File: src/rtl/mem_req_arbiter_if.sv
// mem_arb_if: bundles every handshake/bus signal around mem_req_arbiter.
//
// Requester side (one lane per requester):
//   req_valid/req_is_write/req_addr/req_wdata   request from user logic
//   req_grant                                   request accepted this cycle
//   resp_valid/resp_data                        read response routed to owner
//   resp_grant                                  owner consumes its response
// DRAM side:
//   mem_req_valid/is_write/addr/wdata, mem_req_grant   selected request
//   mem_resp_valid/mem_resp_data, mem_resp_grant       returning read data
//
// Modports: slave = the arbiter, master = user logic plus DRAM model.
interface mem_arb_if #(
  parameter int NUM_REQ = 4,
  parameter int ADDR_W  = 32,
  parameter int DATA_W  = 64
);
  logic [NUM_REQ-1:0]             req_valid;
  logic [NUM_REQ-1:0]             req_is_write;
  logic [NUM_REQ-1:0][ADDR_W-1:0] req_addr;
  logic [NUM_REQ-1:0][DATA_W-1:0] req_wdata;
  logic [NUM_REQ-1:0]             req_grant;

  logic [NUM_REQ-1:0]             resp_valid;
  logic [NUM_REQ-1:0][DATA_W-1:0] resp_data;
  logic [NUM_REQ-1:0]             resp_grant;

  logic                           mem_req_valid;
  logic                           mem_req_is_write;
  logic [ADDR_W-1:0]              mem_req_addr;
  logic [DATA_W-1:0]              mem_req_wdata;
  logic                           mem_req_grant;

  logic                           mem_resp_valid;
  logic [DATA_W-1:0]              mem_resp_data;
  logic                           mem_resp_grant;

  modport slave (
    input  req_valid, req_is_write, req_addr, req_wdata, resp_grant,
    input  mem_req_grant, mem_resp_valid, mem_resp_data,
    output req_grant, resp_valid, resp_data,
    output mem_req_valid, mem_req_is_write, mem_req_addr, mem_req_wdata,
    output mem_resp_grant
  );

  modport master (
    output req_valid, req_is_write, req_addr, req_wdata, resp_grant,
    output mem_req_grant, mem_resp_valid, mem_resp_data,
    input  req_grant, resp_valid, resp_data,
    input  mem_req_valid, mem_req_is_write, mem_req_addr, mem_req_wdata,
    input  mem_resp_grant
  );
endinterface

File: src/rtl/mem_req_arbiter.sv
// mem_req_arbiter: shares one DRAM request/response channel among NUM_REQ
// requesters. Work-conserving round-robin selection; read responses are
// routed back to their issuer in issue order using a tag FIFO of requester ids.
//
// Ports:
//   clk            clock, all logic on posedge
//   rst            synchronous active-high reset
//   bus            mem_arb_if.slave, requester lanes and DRAM channel
//   err_orphan_out sticky: a response arrived with no outstanding read
//   perf_stall_out cycles with a pending request but no grant
//
// Optional feature: define MEM_ARB_PERF_EN to build the stall counter;
// otherwise perf_stall_out is tied to zero.
module mem_req_arbiter #(
  parameter int NUM_REQ  = 4,
  parameter int LOG_TAGS = 5,
  parameter int ADDR_W   = 32,
  parameter int DATA_W   = 64
) (
  input  logic        clk,
  input  logic        rst,
  mem_arb_if.slave    bus,
  output logic        err_orphan_out,
  output logic [31:0] perf_stall_out
);
  localparam int ID_W  = (NUM_REQ > 1) ? $clog2(NUM_REQ) : 1;
  localparam int DEPTH = 1 << LOG_TAGS;
  localparam logic [ID_W:0]   NREQ_W = (ID_W+1)'(NUM_REQ);
  localparam logic [ID_W-1:0] LAST_ID = ID_W'(NUM_REQ - 1);

  logic [ID_W-1:0]   r_rr_ptr;
  logic [ID_W-1:0]   r_tag_mem [DEPTH];
  logic [LOG_TAGS:0] r_wr_ptr;
  logic [LOG_TAGS:0] r_rd_ptr;
  logic              r_err_orphan;

  logic               w_full;
  logic               w_empty;
  logic [NUM_REQ-1:0] w_elig;
  logic               w_any;
  logic [ID_W-1:0]    w_sel;
  logic [ID_W-1:0]    w_sel_next;
  logic [ID_W:0]      w_scan;
  logic               w_accept;
  logic               w_push;
  logic [ID_W-1:0]    w_head;
  logic               w_resp_ok;
  logic               w_pop;

  assign w_empty = (r_wr_ptr == r_rd_ptr);
  assign w_full  = (r_wr_ptr[LOG_TAGS] != r_rd_ptr[LOG_TAGS]) &&
                   (r_wr_ptr[LOG_TAGS-1:0] == r_rd_ptr[LOG_TAGS-1:0]);

  // Reads need a free tag slot; the pre-pop full flag is used so a
  // same-cycle response consume never lets a read through a full FIFO.
  assign w_elig = rst ? '0 : (bus.req_valid & (bus.req_is_write | {NUM_REQ{~w_full}}));

  // Scan rr_ptr, rr_ptr+1, ... (mod NUM_REQ); first eligible wins.
  always_comb begin
    w_any  = 1'b0;
    w_sel  = '0;
    w_scan = '0;
    for (int k = 0; k < NUM_REQ; k++) begin
      w_scan = {1'b0, r_rr_ptr} + (ID_W+1)'(k);
      if (w_scan >= NREQ_W) w_scan = w_scan - NREQ_W;
      if (!w_any && w_elig[w_scan[ID_W-1:0]]) begin
        w_any = 1'b1;
        w_sel = w_scan[ID_W-1:0];
      end
    end
  end

  assign w_sel_next = (w_sel == LAST_ID) ? '0 : w_sel + ID_W'(1);

  assign bus.mem_req_valid    = w_any;
  assign bus.mem_req_is_write = bus.req_is_write[w_sel];
  assign bus.mem_req_addr     = bus.req_addr[w_sel];
  assign bus.mem_req_wdata    = bus.req_wdata[w_sel];

  assign w_accept = w_any & bus.mem_req_grant;
  assign w_push   = w_accept & ~bus.mem_req_is_write;

  always_comb begin
    bus.req_grant = '0;
    if (w_accept) bus.req_grant[w_sel] = 1'b1;
  end

  // Response path: only the owner of the oldest outstanding read sees valid.
  assign w_head    = r_tag_mem[r_rd_ptr[LOG_TAGS-1:0]];
  assign w_resp_ok = ~rst & ~w_empty & bus.mem_resp_valid;
  assign w_pop     = w_resp_ok & bus.resp_grant[w_head];

  always_comb begin
    bus.resp_valid = '0;
    if (w_resp_ok) bus.resp_valid[w_head] = 1'b1;
  end

  // Data is broadcast; only the valid bit is steered.
  for (genvar g = 0; g < NUM_REQ; g++) begin : g_resp_data
    assign bus.resp_data[g] = bus.mem_resp_data;
  end

  assign bus.mem_resp_grant = w_pop;
  assign err_orphan_out     = r_err_orphan;

  always_ff @(posedge clk) begin
    if (rst) begin
      r_rr_ptr     <= '0;
      r_wr_ptr     <= '0;
      r_rd_ptr     <= '0;
      r_err_orphan <= 1'b0;
    end else begin
      if (w_accept) r_rr_ptr <= w_sel_next;
      if (w_push)   r_wr_ptr <= r_wr_ptr + (LOG_TAGS+1)'(1);
      if (w_pop)    r_rd_ptr <= r_rd_ptr + (LOG_TAGS+1)'(1);
      if (bus.mem_resp_valid && w_empty) r_err_orphan <= 1'b1;
    end
  end

  // Tag storage carries no reset; validity comes from the pointers.
  always_ff @(posedge clk) begin
    if (w_push) r_tag_mem[r_wr_ptr[LOG_TAGS-1:0]] <= w_sel;
  end

`ifdef MEM_ARB_PERF_EN
  logic [31:0] r_perf_stall;

  always_ff @(posedge clk) begin
    if (rst) begin
      r_perf_stall <= '0;
    end else if ((|bus.req_valid) && !w_accept && (r_perf_stall != 32'hFFFF_FFFF)) begin
      r_perf_stall <= r_perf_stall + 32'd1;
    end
  end

  assign perf_stall_out = r_perf_stall;
`else
  assign perf_stall_out = 32'h0;
`endif

endmodule

File: src/flat_wrapper.sv
// flat-port wrapper written by rule: the top's interface ports become plain ports
module mem_req_arbiter_flat 
#(
  parameter int NUM_REQ  = 4,
  parameter int LOG_TAGS = 5,
  parameter int ADDR_W   = 32,
  parameter int DATA_W   = 64
)
  (clk, rst, err_orphan_out, perf_stall_out, bus_req_valid, bus_req_is_write, bus_req_addr, bus_req_wdata, bus_resp_grant, bus_mem_req_grant, bus_mem_resp_valid, bus_mem_resp_data, bus_req_grant, bus_resp_valid, bus_resp_data, bus_mem_req_valid, bus_mem_req_is_write, bus_mem_req_addr, bus_mem_req_wdata, bus_mem_resp_grant);
  mem_arb_if #(.NUM_REQ(NUM_REQ), .ADDR_W(ADDR_W), .DATA_W(DATA_W)) bus_i ();
  input  logic clk;
  input  logic rst;
  output logic err_orphan_out;
  output logic [31:0] perf_stall_out;
  input wire logic [$bits(bus_i.req_valid)-1:0] bus_req_valid;
  input wire logic [$bits(bus_i.req_is_write)-1:0] bus_req_is_write;
  input wire logic [$bits(bus_i.req_addr)-1:0] bus_req_addr;
  input wire logic [$bits(bus_i.req_wdata)-1:0] bus_req_wdata;
  input wire logic [$bits(bus_i.resp_grant)-1:0] bus_resp_grant;
  input wire logic [$bits(bus_i.mem_req_grant)-1:0] bus_mem_req_grant;
  input wire logic [$bits(bus_i.mem_resp_valid)-1:0] bus_mem_resp_valid;
  input wire logic [$bits(bus_i.mem_resp_data)-1:0] bus_mem_resp_data;
  output wire logic [$bits(bus_i.req_grant)-1:0] bus_req_grant;
  output wire logic [$bits(bus_i.resp_valid)-1:0] bus_resp_valid;
  output wire logic [$bits(bus_i.resp_data)-1:0] bus_resp_data;
  output wire logic [$bits(bus_i.mem_req_valid)-1:0] bus_mem_req_valid;
  output wire logic [$bits(bus_i.mem_req_is_write)-1:0] bus_mem_req_is_write;
  output wire logic [$bits(bus_i.mem_req_addr)-1:0] bus_mem_req_addr;
  output wire logic [$bits(bus_i.mem_req_wdata)-1:0] bus_mem_req_wdata;
  output wire logic [$bits(bus_i.mem_resp_grant)-1:0] bus_mem_resp_grant;
  assign bus_i.req_valid = bus_req_valid;
  assign bus_i.req_is_write = bus_req_is_write;
  assign bus_i.req_addr = bus_req_addr;
  assign bus_i.req_wdata = bus_req_wdata;
  assign bus_i.resp_grant = bus_resp_grant;
  assign bus_i.mem_req_grant = bus_mem_req_grant;
  assign bus_i.mem_resp_valid = bus_mem_resp_valid;
  assign bus_i.mem_resp_data = bus_mem_resp_data;
  assign bus_req_grant = bus_i.req_grant;
  assign bus_resp_valid = bus_i.resp_valid;
  assign bus_resp_data = bus_i.resp_data;
  assign bus_mem_req_valid = bus_i.mem_req_valid;
  assign bus_mem_req_is_write = bus_i.mem_req_is_write;
  assign bus_mem_req_addr = bus_i.mem_req_addr;
  assign bus_mem_req_wdata = bus_i.mem_req_wdata;
  assign bus_mem_resp_grant = bus_i.mem_resp_grant;
  mem_req_arbiter #(.NUM_REQ(NUM_REQ), .LOG_TAGS(LOG_TAGS), .ADDR_W(ADDR_W), .DATA_W(DATA_W)) u_core (.clk(clk), .rst(rst), .bus(bus_i), .err_orphan_out(err_orphan_out), .perf_stall_out(perf_stall_out));
endmodule
File: config.mk
export PLATFORM = sky130hd
export DESIGN_NAME = mem_req_arbiter_flat
export DESIGN_NICKNAME = d
export VERILOG_FILES = /design/src/rtl/mem_req_arbiter_if.sv /design/src/rtl/mem_req_arbiter.sv /design/src/flat_wrapper.sv
export SDC_FILE = /design/constraint.sdc
export NUM_CORES = 1
export LEC_CHECK = 0
export ABC_AREA = 1
export CORE_AREA = 2 2 332 334
export CTS_CLUSTER_DIAMETER = 60
export DETAILED_ROUTE_END_ITERATION = 10
export DIE_AREA = 0 0 334 336
export GPL_TIMING_DRIVEN = 1
export PLACE_DENSITY = 0.38
export SLEW_MARGIN = 15
export SYNTH_ARGS = -nofsm -noshare
export SYNTH_HDL_FRONTEND = slang
export SYNTH_SLANG_ARGS = --single-unit
File: constraint.sdc
create_clock -name clk -period 5.9 [get_ports clk]
set_clock_uncertainty 0.05 [all_clocks]
set_input_delay 1.475 -clock clk [delete_from_list [all_inputs] [get_ports clk]]
set_output_delay 1.475 -clock clk [all_outputs]
set_load 0.02 [all_outputs]
==> key figures, run 1 <==
Critical path
  – Worst setup path class: in2out
  – Peak per-stage delay on the critical path: 0.49 ns
  – Critical-path top delay cell: clkdlybuf4s50_1
  – Top delay family on crit path: buffers and inverters
  – Req. time, crit path: 4.38 ns
  – Top cell by count, worst path: buf_4
  – CP arrival: 4.28 ns
  – Buf/Inv on CP: 10
  – Crit-path cells: clkdlybuf4s50_1, inv_2, nor2_4, nand3_2, nand2_2, nand2_1, nand2_1, nand2_2, nand2_2, nand2_4, nand3_4, buf_6, inv_4, buf_12, buf_16, buf_4, buf_4, o211ai_1, o21ai_2, buf_4, buf_4
  – Setup crit end kind: output port
  – Critical path peak fanout: 17
  – CP Launch Type: input pin

Final layout
  – Post-layout util: 14.6%
  – Nets: 1975
  – Footprint of the multi-input gates: 4700 sq um
  – Syn-to-layout area delta: 70.1%
  – Register area: 2320 sq um
  – Filler Cell Count: 12448
  – Fraction of final layout cells sized beyond drive strength 1: 19.9%

Die
  – Die W: 334 um
  – I/O pins: 860
  – Placeable Area: 108000 sq um
  – Rows: 121
  – DIE AREA: 112000 sq um
  – DIE HEIGHT: 336 um
  – Starting Density: 8.61%

Logic synthesis
  – Count of flip-flops with a built-in enable after synthesis: 64
  – Top cell type's share of synthesized area: 23.9%
  – Dominant cell by count in the synthesized netlist: buf_4
  – Synth top area cells: buf_4 24%, edfxtp_1 21%, mux2i_1 10%, o211ai_1 7.7%, o21ai_1 5.1%
  – Post-synthesis async set-or-reset flop share: 0%
  – Most frequent cells after synthesis: 297 x buf_4, 96 x mux2i_1, 96 x o211ai_1, 96 x o21ai_1, 79 x nor2_1
  – Unique cell type count in the Yosys netlist: 37
  – Post-synthesis instance area: 9330 sq um
  – Synth warn: 0
  – Leading area contributor after synthesis: buf_4
  – Sequential share of the synthesized area: 24.9%
  – Yosys reg bits: 84
  – Syn Inst Count: 1165
  – Syn Area/Cell: 8.01 sq um
  – Most used DFF post-synth: edfxtp_1

Timing
  – RSZ-0062 raised after global routing: true
  – Final Max Tran Viols: 0
  – Fmax: 172 MHz
  – Final Hold Vio Count: 0
  – Max-Slew Margin vs Limit: 49.7%
  – Worst-margin pin slew: 0.754 ns
  – Worst setup margin: 0.0963 ns
  – Minimum clock period: 5.80 ns
  – Tcrit/Tclk final: 98.4%
  – Final count of negative-setup-slack endpoints: 0

Route
  – Routed WL: 52700 um
  – Via count: 9122
  – Vias/cell: 3.12
  – Drc violations: 0
  – DR WL/cell: 18.0 um
  – 1st-iter DRT viols: 432
  – Post-route ant nets: 0
  – First drt pass iteration count: 4

Clock tree
  – Worst-skew pair later-pin latency: 0.34 ns
  – Num CTS Buffers: 9
  – CTS Hold Bufs: 0
  – CTS root buffer: clkbuf_16
  – Clock Tree Buf Depth: 2
  – CTS Sinks: 84
  – CTS clk-pin slew, worst paths: 0.07 ns
  – H-tree depth: 3
  – CTS tree: yes

Pwr
  – P per Cell Area: 550 nW/um^2
  – Switching pwr: 4.22 mW
  – Peak VDD IR: 0.288 mV
  – Switching Share: 48.3%
  – Clk pwr share: 7.3%
  – Comb pwr share: 83.8%
  – Pint: 4.51 mW
  – Flop pwr share: 9.0%
  – Leakage power: 6.18 nW

Global route
  – Largest net degree at the start of global routing: 46
  – Number of global-route vias before repair: 9680
  – GRT busiest layer: met2
  – Met2 usage: 15.2%
  – Total grt overflow: 0
  – First-pass GRT wire length: 69500 um
  – Antenna violations before repair: 8
  – Met3 Track Usage GR: 4.23%
  – GRT Resource Usage Total: 8.57%
  – Met1 Usage GRT: 9.13%

Placement
  – Number of I/O port buffers: 507
  – Routability cong.: 0.792
  – DP HPWL: 43800 um
  – Setup Slack @ Placement: -0.154 ns

Status
  – Outcome: finished clean

Flow run
  – MaxCap Viol Count: 0

Min path
  – Min-Delay Path Class: reg2reg
[metal layers]
metal	routed length (um)	part of all wire, %
met1	19100	36
met2	27100	51
met3	5660	11
met4	650	1.2
met5	164	0.31
[layout by cell type (no fill, tap or decap), types with 10 or more instances in the layout]
cell type          n
dlygate4sd2_1     17
mux2i_1           88
conb_1            32
inv_1             31
edfxtp_1          64
a21oi_1           14
o21ai_0           39
buf_12            17
dlymetal6s2s_1    40
dfxtp_1           20
clkbuf_16         16
xor2_1            12
nand2_2           14
o21ai_1           81
or2_0             60
o21ai_2           13
o211ai_1          96
nand4_1           12
nor2_1            75
buf_4            152
or2_1             13
nand3_1           26
nand3_2           11
o221ai_1          10
or2_2             23
nand2_1           49
clkdlybuf4s50_1  403
[registers in the layout (all words and copies together), names as in the netlist, named ones only]
name and count:
u_core.r_wr_ptr 6, u_core.r_rr_ptr 2, u_core.r_tag_mem 64, u_core.err_orphan_out 1
u_core.r_rd_ptr 6
[logic make-up (layout without fill, tap and decap cells)]
| family | after synthesis | after routing | share of synthesized area, % |
|---|---|---|---|
| adders and majority gates | 9 | 9 | 1.21 |
| muxes | 96 | 96 | 10.3 |
| AOI/OAI and AO/OA | 261 | 261 | 17.1 |
| other | 1 | 36 | 0.0402 |
| DFF | 84 | 84 | 24.9 |
| xor gates and xnor gates | 15 | 15 | 1.41 |
| buffers and inverters | 397 | 708 | 28.6 |
| and+or+nand+nor | 302 | 302 | 16.4 |
[path summary, 6_finish.rpt]
kind | slack, ns | endpoint | from | depth (start not counted)
worst max register to register | 2.34 | u_core.r_tag_mem[5][1] | u_core.r_wr_ptr[2] | 17
worst max-delay path | 0.1 | bus_mem_req_wdata[34] | bus_req_valid[2] | 21
worst min-delay path | 0.45 | u_core.err_orphan_out | u_core.err_orphan_out | 2
worst min register to register | 0.45 | u_core.err_orphan_out | u_core.err_orphan_out | 2
[worst reg2reg max path, stage by stage (launching register included)]
cell and delay [ns]:
dfxtp_1 0.54, xor2_1 0.13, nor2_2 0.26, nand4_1 0.18, nand3_1 0.19, nand2_2 0.10, nor2_4 0.16, buf_4 0.13
nand4_1 0.20, nand2_8 0.23, inv_2 0.08, buf_4 0.14, nand2_2 0.07, buf_4 0.14, nand3_4 0.14, inv_4 0.12
nand2_2 0.18, nor2_1 0.24
[power groups by stage]
stage                     sequential (mW)  clock [mW]  combinational (mW)
after floorplan                     0.790           0                3.49
after global placement              0.797           0                7.05
after detailed placement            0.796           0                6.97
after CTS                           0.783       0.647                7.00
after global routing                0.789       0.668                7.92
final                               0.785       0.633                7.31
[area by class of cell]
type / instances / area share [%]
well taps: 1414 / 11.1
inverters: 41 / 1.00
flip-flops and latches: 84 / 14.6
clock inverters: 7 / 0.662
repair buffers: 651 / 41.5
diodes: 4 / 0.0631
clock buffers: 9 / 1.42
multi-input cells: 715 / 29.6
[repair_timing]
item                       in CTS  in global routing
cloned                          0                  7
buffers inserted                1                 21
setup endpoints to repair      32                 72
gates resized for setup        34                102
pin swaps                       1                 17
[stage by stage]
| stage | instances | hold WS, ns | TNS (ns) | total power, mW | cell area [sq um] |
|---|---|---|---|---|---|
| after floorplan | 1196 | 0.427 | 0 | 4.28 | 9450 |
| after detailed placement | 2882 | 0.447 | -0.897 | 7.76 | 14800 |
| after CTS | 2899 | 0.456 | -0.000508 | 8.42 | 15200 |
| after global routing | 2923 | 0.482 | -0.0442 | 9.37 | 15900 |
| after global placement | 2882 | 0.442 | -3.29 | 7.84 | 14800 |
| final | 2925 | 0.448 | 0 | 8.73 | 15900 |
No activity file was read; power rests on OpenSTA's default activity.
==> inputs of run 2 (changes only) <==
--- a/config.mk
+++ b/config.mk
@@ -6,6 +6,7 @@
 export NUM_CORES = 1
 export LEC_CHECK = 0
 export ABC_AREA = 1
+export CAP_MARGIN = 15
 export CORE_AREA = 2 2 332 334
 export CTS_CLUSTER_DIAMETER = 60
 export DETAILED_ROUTE_END_ITERATION = 10
==> results of run 2 <==
The final DEF is identical to that of run 1; final timing and power are the same.
